## config.mk

```make
export PLATFORM = sky130hd
export DESIGN_NAME = mvm_seq_ctrl
export DESIGN_NICKNAME = d
export VERILOG_FILES = /design/src/rtl/mvm_seq_ctrl.sv
export SDC_FILE = /design/constraint.sdc
export NUM_CORES = 1
export LEC_CHECK = 0
export CAP_MARGIN = 20
export CORE_MARGIN = 3
export CORE_UTILIZATION = 40
export CTS_CLUSTER_DIAMETER = 200
export CTS_CLUSTER_SIZE = 12
export DETAILED_ROUTE_END_ITERATION = 7
export SLEW_MARGIN = 20
export SYNTH_ARGS = -nofsm -noshare
export SYNTH_HDL_FRONTEND = slang
export SYNTH_SLANG_ARGS = --single-unit
```

## constraint.sdc

```tcl
create_clock -name clk -period 3.5 [get_ports clk]
set_input_delay 1.05 -clock clk [delete_from_list [all_inputs] [get_ports clk]]
set_output_delay 1.05 -clock clk [all_outputs]
set_load 0.01 [all_outputs]
```

## src/rtl/mvm_seq_ctrl.sv

```systemverilog
// Read-address sequencer for the MVM engine: walks R rows of N words, tags row
// boundaries and delays the tags by the RAM read latency for the MAC lanes.
module mvm_seq_ctrl #(
  parameter int VEC_ADDRW = 8,
  parameter int MAT_ADDRW = 9,
  parameter int VEC_SIZEW = VEC_ADDRW + 1,
  parameter int MAT_SIZEW = MAT_ADDRW + 1,
  parameter int RD_LAT    = 1
) (
  input  logic                 clk,
  input  logic                 rst,
  input  logic                 start,
  input  logic                 abort,
  input  logic                 stall,
  input  logic [VEC_ADDRW-1:0] vec_start_addr,
  input  logic [VEC_SIZEW-1:0] vec_num_words,
  input  logic [MAT_ADDRW-1:0] mat_start_addr,
  input  logic [MAT_SIZEW-1:0] mat_num_rows_per_olane,
  output logic [VEC_ADDRW-1:0] vec_raddr,
  output logic [MAT_ADDRW-1:0] mat_raddr,
  output logic                 rd_en,
  output logic                 accum_first,
  output logic                 accum_last,
  output logic                 ovalid,
  output logic                 busy,
  output logic                 done
);

  localparam int DCNTW = (RD_LAT > 1) ? $clog2(RD_LAT) : 1;

  typedef enum logic [1:0] {
    S_IDLE  = 2'd0,
    S_ISSUE = 2'd1,
    S_DRAIN = 2'd2
  } state_t;

  state_t               state_r, state_s;
  logic [VEC_ADDRW-1:0] vs_r, vaddr_r;
  logic [MAT_ADDRW-1:0] maddr_r;
  logic [VEC_SIZEW-1:0] w_r, n_m1_r;
  logic [MAT_SIZEW-1:0] r_r, r_m1_r;
  logic [DCNTW-1:0]     dcnt_r;
  logic                 done_r;
  logic                 zero_cfg_s, issue_s, row_end_s, last_beat_s, done_s, flush_s;
  logic [2:0]           tag_s, tag_out_s;

  // Beat qualification and next-state decode.
  always_comb begin
    zero_cfg_s  = (vec_num_words == '0) || (mat_num_rows_per_olane == '0);
    row_end_s   = (w_r == n_m1_r);
    last_beat_s = row_end_s && (r_r == r_m1_r);
    issue_s     = (state_r == S_ISSUE) && !stall && !abort;
    flush_s     = abort && (state_r != S_IDLE);
    tag_s       = {issue_s, issue_s && (w_r == '0), issue_s && row_end_s};
    state_s     = state_r;
    done_s      = 1'b0;
    case (state_r)
      S_IDLE: begin
        if (start) begin
          if (zero_cfg_s) begin
            done_s = 1'b1;
          end else begin
            state_s = S_ISSUE;
          end
        end else begin
          state_s = S_IDLE;
        end
      end
      S_ISSUE: begin
        if (abort) begin
          state_s = S_IDLE;
        end else if (issue_s && last_beat_s) begin
          // With no read latency the final tag is already out, so finish directly.
          if (RD_LAT == 0) begin
            state_s = S_IDLE;
            done_s  = 1'b1;
          end else begin
            state_s = S_DRAIN;
          end
        end else begin
          state_s = S_ISSUE;
        end
      end
      S_DRAIN: begin
        if (abort) begin
          state_s = S_IDLE;
        end else if (dcnt_r == '0) begin
          state_s = S_IDLE;
          done_s  = 1'b1;
        end else begin
          state_s = S_DRAIN;
        end
      end
      default: begin
        state_s = S_IDLE;
      end
    endcase
  end

  // State register.
  always_ff @(posedge clk) begin
    if (rst) begin
      state_r <= S_IDLE;
    end else begin
      state_r <= state_s;
    end
  end

  // Config latch, address/word/row counters, drain countdown and done pulse.
  always_ff @(posedge clk) begin
    if (rst) begin
      vs_r    <= '0;
      vaddr_r <= '0;
      maddr_r <= '0;
      w_r     <= '0;
      n_m1_r  <= '0;
      r_r     <= '0;
      r_m1_r  <= '0;
      dcnt_r  <= '0;
      done_r  <= 1'b0;
    end else begin
      done_r <= done_s;
      if (state_r == S_IDLE) begin
        if (start && !zero_cfg_s) begin
          vs_r    <= vec_start_addr;
          vaddr_r <= vec_start_addr;
          maddr_r <= mat_start_addr;
          n_m1_r  <= vec_num_words - VEC_SIZEW'(1);
          r_m1_r  <= mat_num_rows_per_olane - MAT_SIZEW'(1);
          w_r     <= '0;
          r_r     <= '0;
        end
      end else if (abort) begin
        vaddr_r <= '0;
        maddr_r <= '0;
        w_r     <= '0;
        r_r     <= '0;
      end else if (issue_s) begin
        maddr_r <= maddr_r + MAT_ADDRW'(1);
        if (row_end_s) begin
          w_r     <= '0;
          vaddr_r <= vs_r;
          r_r     <= r_r + MAT_SIZEW'(1);
        end else begin
          w_r     <= w_r + VEC_SIZEW'(1);
          vaddr_r <= vaddr_r + VEC_ADDRW'(1);
        end
      end
      // Reloaded every issue cycle so DRAIN always starts from RD_LAT-1.
      if (state_r == S_ISSUE) begin
        dcnt_r <= DCNTW'(RD_LAT - 1);
      end else if (dcnt_r != '0) begin
        dcnt_r <= dcnt_r - DCNTW'(1);
      end
    end
  end

  generate
    if (RD_LAT == 0) begin : g_nolat
      assign tag_out_s = tag_s;
    end else begin : g_lat
      logic [2:0] pipe_r [RD_LAT];
      // Tag delay line matching the RAM read latency; abort drops in-flight beats.
      always_ff @(posedge clk) begin
        if (rst || flush_s) begin
          for (int i = 0; i < RD_LAT; i++) pipe_r[i] <= 3'b000;
        end else begin
          pipe_r[0] <= tag_s;
          for (int i = 1; i < RD_LAT; i++) pipe_r[i] <= pipe_r[i-1];
        end
      end
      assign tag_out_s = pipe_r[RD_LAT-1];
    end
  endgenerate

  assign vec_raddr   = vaddr_r;
  assign mat_raddr   = maddr_r;
  assign rd_en       = issue_s;
  assign ovalid      = tag_out_s[2];
  assign accum_first = tag_out_s[1];
  assign accum_last  = tag_out_s[0];
  assign busy        = (state_r != S_IDLE);
  assign done        = done_r;

endmodule
```

==> results list, run 1 <==
- Hold is met by 0.449 ns.
- RSZ-0062 raised after global routing: false
- Width of the die: 105 µm
* Die Outline Area: 0.0111 mm²
- Number of distinct standard cells referenced by the synthesized netlist: 57
- Entering global routing, the biggest net connects 38 pins.
- After detailed placement, the design holds a cell count of 657.
- For this run, the total global-route usage over all layers was measured as 18.6%.
- In this run, flip-flops and latches consume 48.0% of the power.
- In the routed design, unresolved DRC markers number 0.
- The share of total power dissipated in the clock network is 29.3%.
* Post-DP Area: 0.00477 mm²
- Clock sink total: 70
* Wire length of the first global-routing pass: 16.9 mm
- Power density over the cells: 378 mW/mm²
- During synthesis, Yosys emitted a total of 0 warnings.
* Critical Setup Path Class: primary input to output port
- Avg Cell Area, Syn: 8.32 µm²
- Static power due to leakage: 0.00185 µW
* Kind of start point of the critical path: primary input
- In this run, CTS created clock tree buffers numbering 9.
- Timing would allow up to 293 MHz.
- The finished cells cover 0.00493 mm².
- Global routing finished with a remaining overflow of 0.
- At the worst endpoint, the arrival time is 2.37 ns.
- VDD sags by at most 0.000218 V.
- CTS built an H-tree with a depth of 3.
- Most frequent cells in the layout: sky130_fd_sc_hd__dfxtp_1 (70), sky130_fd_sc_hd__clkdlybuf4s50_1 (61), sky130_fd_sc_hd__nor2_1 (49), sky130_fd_sc_hd__nand2_1 (41)
* Cell Int Power: 1300 µW
* Layout-stage area growth over the synthesis result: 25.2%
* Detailed placer's ending HPWL: 7.46 mm
* Diodes inserted: 0
- Yosys mapped a number of flops with a built-in enable equal to 0.
* Fraction of final layout cells with drive strength greater than 1: 9.58%
- Max-slew violation total from the final report: 0
* Final Cycle Share: 97.6%
* Fraction of synthesized cell area taken by the top area cell type: 35.6%
* Origin of the critical flop-to-flop path: state_r[1]
- Cell type contributing the most total cell area after synthesis: sky130_fd_sc_hd__dfxtp_1
* Layout net count: 589
- Commonest non-fill, non-tap cell in the layout: sky130_fd_sc_hd__dfxtp_1
- Synthesized cell area: 0.00394 mm²
- For the worst setup path, the data required time is 2.45 ns.
- Summing the sequential cell areas from Yosys gives 35.6% of the chip area.
* Port Buf Inserts: 63
- Hold Path Origin: vs_r[7]
- After detailed routing, the number of vias per cell comes to 5.50.
- For this design the total switching power over the nets is 567 µW.
- Post-layout total power: 1860 µW
* CTS clk-pin slew, worst paths: 0.07 ns
- Effective utilization at floorplan: 41.8%
- Via count of the first global-routing pass: 3430
- The detailed router placed 3697 vias in this run.
- The share of total power dissipated in combinational logic is 22.7%.
- The finished layout holds 672 standard cells, fillers aside.
- Crit path capture type: output port
* I/O Pins: 64
- In this run the worst path has a maximum fanout of 2.
* Clock tree from TritonCTS: yes
- Final worst path period need: 3.42 ns
- Net switching is 30.4% of the power.
* Pin slew with the least headroom to its limit: 0.659 ns
* Skew-Pair Late Insertion Delay: 0.34 ns
- Across the routed clock network, the largest skew measured is 0.0152 ns.
- Clock tree synthesis selected as its root buffer the cell sky130_fd_sc_hd__clkbuf_8.
- In this run the worst hold path is classified as flip-flop to flip-flop.
- The first TritonRoute pass finished after 5 iterations.
- Flip-flop cell with the highest count after synthesis: sky130_fd_sc_hd__dfxtp_1
- For this run, asynchronously set or reset flops after synthesis account for 0%.
* Worst Setup SP: abort
* Total wire length after detailed routing: 10.2 mm
- ANT nets after route: 0
- The congestion estimate from routability-driven global placement came to 0.850.
* Starting DRT DRC Count: 137
* Final hold violations: 0
- Status: finished clean
- Largest cells by area after synthesis: sky130_fd_sc_hd__dfxtp_1 (36%), sky130_fd_sc_hd__xor2_1 (6.5%), sky130_fd_sc_hd__a211oi_1 (5.7%), sky130_fd_sc_hd__nor2_1 (4.7%), sky130_fd_sc_hd__nand2_1 (3.9%)
- Number of antenna violations at the first check in global routing: 0
- Worst hold path depth: 2
* Post-DR wirelength/cell: 15.2 µm
- Max-cap violations: 0
* Site row count: 35
- Number of storage elements in the synthesis netlist: 70
- Worst rel slew slack: 56.0%
* Length in cells of the worst reg-to-reg path: 7
- Setup violations remaining at the end of the flow were counted as 0.
- Height of the chip: 105 µm
- Cells fill 52.3% of the core in the end.
- The number of nets in the synthesized netlist is 523.
- The floorplan step defined a core boundary enclosing 0.00942 mm².
* Syn Inst Count: 473
- Clock tree buffer depth: 2
[stage by stage]
step                      TNS, ns  setup slack [ns]
after floorplan                 0             0.511
final                           0            0.0841
after global placement     -0.271            -0.271
after global routing            0            0.0412
after CTS                       0            0.0483
after detailed placement   -0.261            -0.261
[sequential cells by signal, summed over array words and instances (netlist names), 2 cells and up]
| name | cells |
|---|---|
| r_m1_r | 10 |
| r_r | 10 |
| mat_raddr | 9 |
| n_m1_r | 9 |
| w_r | 9 |
| vec_raddr | 8 |
| vs_r | 8 |
| g_lat.pipe_r | 3 |
| state_r | 2 |
[final cells by class]
cell class | instances | area (µm²)
tap | 129 | 161
timing repair buffer | 82 | 805
clock buffer | 10 | 128
clock inverter | 5 | 27.5
sequential | 70 | 1400
multi-input combinational | 361 | 2350
fill | 945 | 4490
inverter | 15 | 56.3
[power groups by stage]
stage	combinational [µW]	sequential [µW]	clock [µW]
after floorplan	241	910	0
after global placement	420	912	0
after detailed placement	423	913	0
after CTS	426	895	564
after global routing	465	902	603
final	423	894	547
[layer usage]
| layer | track usage [%] | routed length, µm | up-vias |
|---|---|---|---|
| li1 | - | - | 1868 |
| met1 | 25.9 | 4810 | 1729 |
| met2 | 29.7 | 4820 | 92 |
| met3 | 3.49 | 500 | 8 |
| met4 | 4.50 | 87 | 0 |
| met5 | 0 | 0 | - |
[worst max-delay path, stage by stage]
cell and delay (ns):
sky130_fd_sc_hd__clkdlybuf4s50_1 0.45, sky130_fd_sc_hd__or4b_4 0.55, sky130_fd_sc_hd__inv_1 0.06, sky130_fd_sc_hd__dlygate4sd2_1 0.26
[cells in the mapped netlist (5+ instances only)]
library cell and count:
sky130_fd_sc_hd__inv_1 14, sky130_fd_sc_hd__nand2_1 41, sky130_fd_sc_hd__a211oi_2 5, sky130_fd_sc_hd__a31oi_1 16, sky130_fd_sc_hd__xor2_1 29, sky130_fd_sc_hd__ha_1 9
sky130_fd_sc_hd__clkbuf_1 17, sky130_fd_sc_hd__buf_2 5, sky130_fd_sc_hd__nand4_1 7, sky130_fd_sc_hd__nand4b_1 6, sky130_fd_sc_hd__or3_1 8, sky130_fd_sc_hd__a21oi_1 30
sky130_fd_sc_hd__xnor2_1 14, sky130_fd_sc_hd__o211ai_1 8, sky130_fd_sc_hd__nor2_1 49, sky130_fd_sc_hd__o21ai_0 8, sky130_fd_sc_hd__nand3_1 18, sky130_fd_sc_hd__dfxtp_1 70
sky130_fd_sc_hd__a211oi_1 30, sky130_fd_sc_hd__nor3_1 14, sky130_fd_sc_hd__and3_1 13
[cell families after synthesis]
| logic type | count (synthesis) | synth area share [%] |
|---|---|---|
| buf+inv | 42 | 4.83 |
| xor+xnor | 43 | 9.56 |
| other cells | 1 | 0.0952 |
| compound gates | 119 | 21.2 |
| fa+ha+maj | 9 | 2.86 |
| mux | 2 | 0.540 |
| simple gates | 187 | 25.3 |
| flops | 70 | 35.6 |
[worst paths after layout]
path              slack (ns)       to
setup / recovery        0.08    rd_en
hold / removal          0.45  vs_r[7]
setup reg to reg        1.16   r_r[4]
hold reg to reg         0.45  vs_r[7]
[repair_timing]
item / in CTS / in global routing
gates resized for setup: 2 / 0
endpoints found under the setup margin: 1 / 0
hold buffers: 0 / 0
hold endpoints to repair: 0 / 0
buffers inserted: 0 / 0
Power figures use the tool's default switching activity.
==> run 2: changes to the inputs <==
--- a/config.mk
+++ b/config.mk
@@ -6,6 +6,7 @@
 export NUM_CORES = 1
 export LEC_CHECK = 0
 export CAP_MARGIN = 20
+export CORE_ASPECT_RATIO = 1.5
 export CORE_MARGIN = 3
 export CORE_UTILIZATION = 40
 export CTS_CLUSTER_DIAMETER = 200
==> results list, run 2 (synthesis results as in run 1) <==
- Worst path max stage delay: 0.51 ns
* Leading registers by flop count: r_m1_r: 10 flops, r_r: 10 flops
- The first detailed-routing pass ran for 4 iterations.
- Number of buffers inserted by post-CTS setup repair: 0
- Across the VDD grid, the largest voltage drop is 0.000296 V.
- RSZ-0062 raised after global routing: false
* Power density over the cells: 461 mW/mm²
- Arrival @ worst endpoint: 2.33 ns
* Post-route standard cell area excluding fillers: 0.00508 mm²
- For the worst setup path, the data required time is 2.45 ns.
- Worst slack on hold paths: 0.449 ns
- Once placement completed, the tool counted placed cells totaling 639.
- The post-route netlist has 9.58% of its cells at a drive strength greater than 1.
* Placer congestion estimate: 0.856
- Origin of the critical flop-to-flop path: state_r[1]
* Layout net count: 588
- Cells fill 53.9% of the core in the end.
- Final-report setup violation count: 0
* Class of the worst hold path: flip-flop to flip-flop
- For this run, global-route usage on met3 was measured as 4.13%.
* Critical Setup Path Class: primary input to output port
- Final worst path period need: 3.38 ns
- Detailed placer's ending HPWL: 7.55 mm
- For this run, design rule violations remaining after detail routing come to 0.
- Setup total negative slack on the finished layout was measured at 0 ns.
- The repair_antennas step left the layout with diodes totalling 0.
- Status: finished clean
- Once the floorplan was initialized, standard cells occupied 41.8% of the core.
- In this run the standard cell core region covers 0.00942 mm².
* Skew-Pair Late Insertion Delay: 0.33 ns
- Clock sink total: 70
- ANT nets after route: 0
- Width of the die: 87.0 µm
* Hold Path Origin: vs_r[2]
- Clock tree buffer depth: 2
- Final std cells w/o fill: 655
- Post-DP Area: 0.00474 mm²
- The critical path goes through clkdlybuf4s50_1, or4b_4, inv_1, dlygate4sd2_1.
- The die covers 0.0111 mm².
* Via count of the first global-routing pass: 3640
- Setup slack on the worst reg-to-reg path comes out at 1.09 ns.
- Maximum level of the CTS H-tree: 3
- Max-cap violations: 0
- Worst hold path depth: 2
- Entering global routing, the biggest net connects 47 pins.
- Wire length of the first global-routing pass: 17.6 mm
- Dividing the detail-routed via count by the number of cells gives 5.67.
* Max stage delay cell, worst path: sky130_fd_sc_hd__or4b_4
* Total number of vias: 3711
- The number of max-slew violations in the final report was 0.
- Starting DRT DRC Count: 189
- The worst register-to-register path ends at n_m1_r[2].
- Worst rel slew slack: 54.4%
- Met2 GRT Util: 32.7%
- Number of antenna violations at the first check in global routing: 0
- Dividing the detail-routed wire length by the instance count gives 16.1 µm.
- The top cell types in the final layout, fill and taps aside, are sky130_fd_sc_hd__dfxtp_1 (70), sky130_fd_sc_hd__clkdlybuf4s50_1 (60), sky130_fd_sc_hd__nor2_1 (49), sky130_fd_sc_hd__nand2_1 (41).
- Global Route met1 Usage: 24.7%
- Final Cycle Share: 96.5%
- The worst setup path is captured at an output port.
- Total clock buffers created by CTS: 9
- Final hold violations: 0
* Setup Skew: 0.00464 ns
* Port Buf Inserts: 63
- Length in cells of the worst reg-to-reg path: 8
* Height of the chip: 128 µm
- For hold timing, the worst endpoint is vs_r[2].
* GRT Overall Usage: 19.6%
- Clock tree from TritonCTS: yes
* Commonest non-fill, non-tap cell in the layout: sky130_fd_sc_hd__dfxtp_1
- After clock tree synthesis, the clock-pin slew on the worst setup and hold paths is 0.05 ns.
- Kind of start point of the critical path: primary input
* Total wire length after detailed routing: 10.5 mm
- Layout-stage area growth over the synthesis result: 29.0%
* Fmax: 296 MHz
- Root buffer cell: sky130_fd_sc_hd__clkbuf_16
- Of all nets on the critical path, the largest fanout is 2.
* Pin slew with the least headroom to its limit: 0.683 ns
- Global routing finished with a remaining overflow of 0.
- I/O Pins: 64
- Site row count: 43
- After global routing, the most crowded layer is met2.
- For this design the static power due to leakage is 0.00193 µW.
==> run 2: metrics by stage <==
step,power (µW),setup slack [ns]
global route,2440,0.0901
CTS,2370,0.134
global placement,1340,-0.223
finish,2340,0.121
floorplan,1150,0.511
detailed placement,1340,-0.226
==> run 2: timing repair <==
| action | in CTS | in global routing |
|---|---|---|
| endpoints found under the setup margin | 1 | 0 |
| gates resized for setup | 3 | 0 |
| hold buffers | 0 | 0 |
==> run 2: final cells by class <==
cell class              instances  area, µm²
multi-input cells             361       2350
inverters                      15       56.3
clock inverters                 3       65.1
fillers                       883       4340
flip-flops and latches         70       1400
well taps                     112        140
clock buffers                  13        270
repair buffers                 81        796
==> run 2: power by group <==
group / switching [µW] / total (µW) / internal [µW]
logic: 224 / 427 / 203
registers: 49.3 / 896 / 847
clock network: 338 / 1020 / 681
==> run 2: how the worst max path moves through the flow <==
| stage | slack [ns] | cells after the start | startpoint | to |
|---|---|---|---|---|
| 2_1_floorplan | 0.51 | 4 | abort | rd_en |
| 3_3_place_gp | -0.22 | 4 | abort | rd_en |
| 3_5_place_dp | -0.23 | 4 | abort | rd_en |
| 4_1_cts | 0.13 | 4 | stall | rd_en |
| 5_1_grt | 0.09 | 4 | stall | rd_en |
| 6_report | 0.12 | 4 | stall | rd_en |
==> run 2: per-layer routing <==
metal	part of all wire, %	routed length [µm]
met1	44	4610
met2	51	5380
met3	3.4	356
met4	1.9	201
met5	0	0
==> run 2: critical path, delay by kind of cell <==
| kind | cells | cell delay, ns |
|---|---|---|
| buffers and inverters | 3 | 0.77 |
| AND/OR/NAND/NOR | 1 | 0.51 |
==> run 3: changes to the inputs <==
--- a/config.mk
+++ b/config.mk
@@ -10,8 +10,8 @@
 export CORE_MARGIN = 3
 export CORE_UTILIZATION = 40
 export CTS_CLUSTER_DIAMETER = 200
-export CTS_CLUSTER_SIZE = 12
 export DETAILED_ROUTE_END_ITERATION = 7
+export HOLD_SLACK_MARGIN = 0.15
 export SLEW_MARGIN = 20
 export SYNTH_ARGS = -nofsm -noshare
 export SYNTH_HDL_FRONTEND = slang
==> results of run 3 <==
No change in the layout: final DEF, timing and power equal those of run 2.
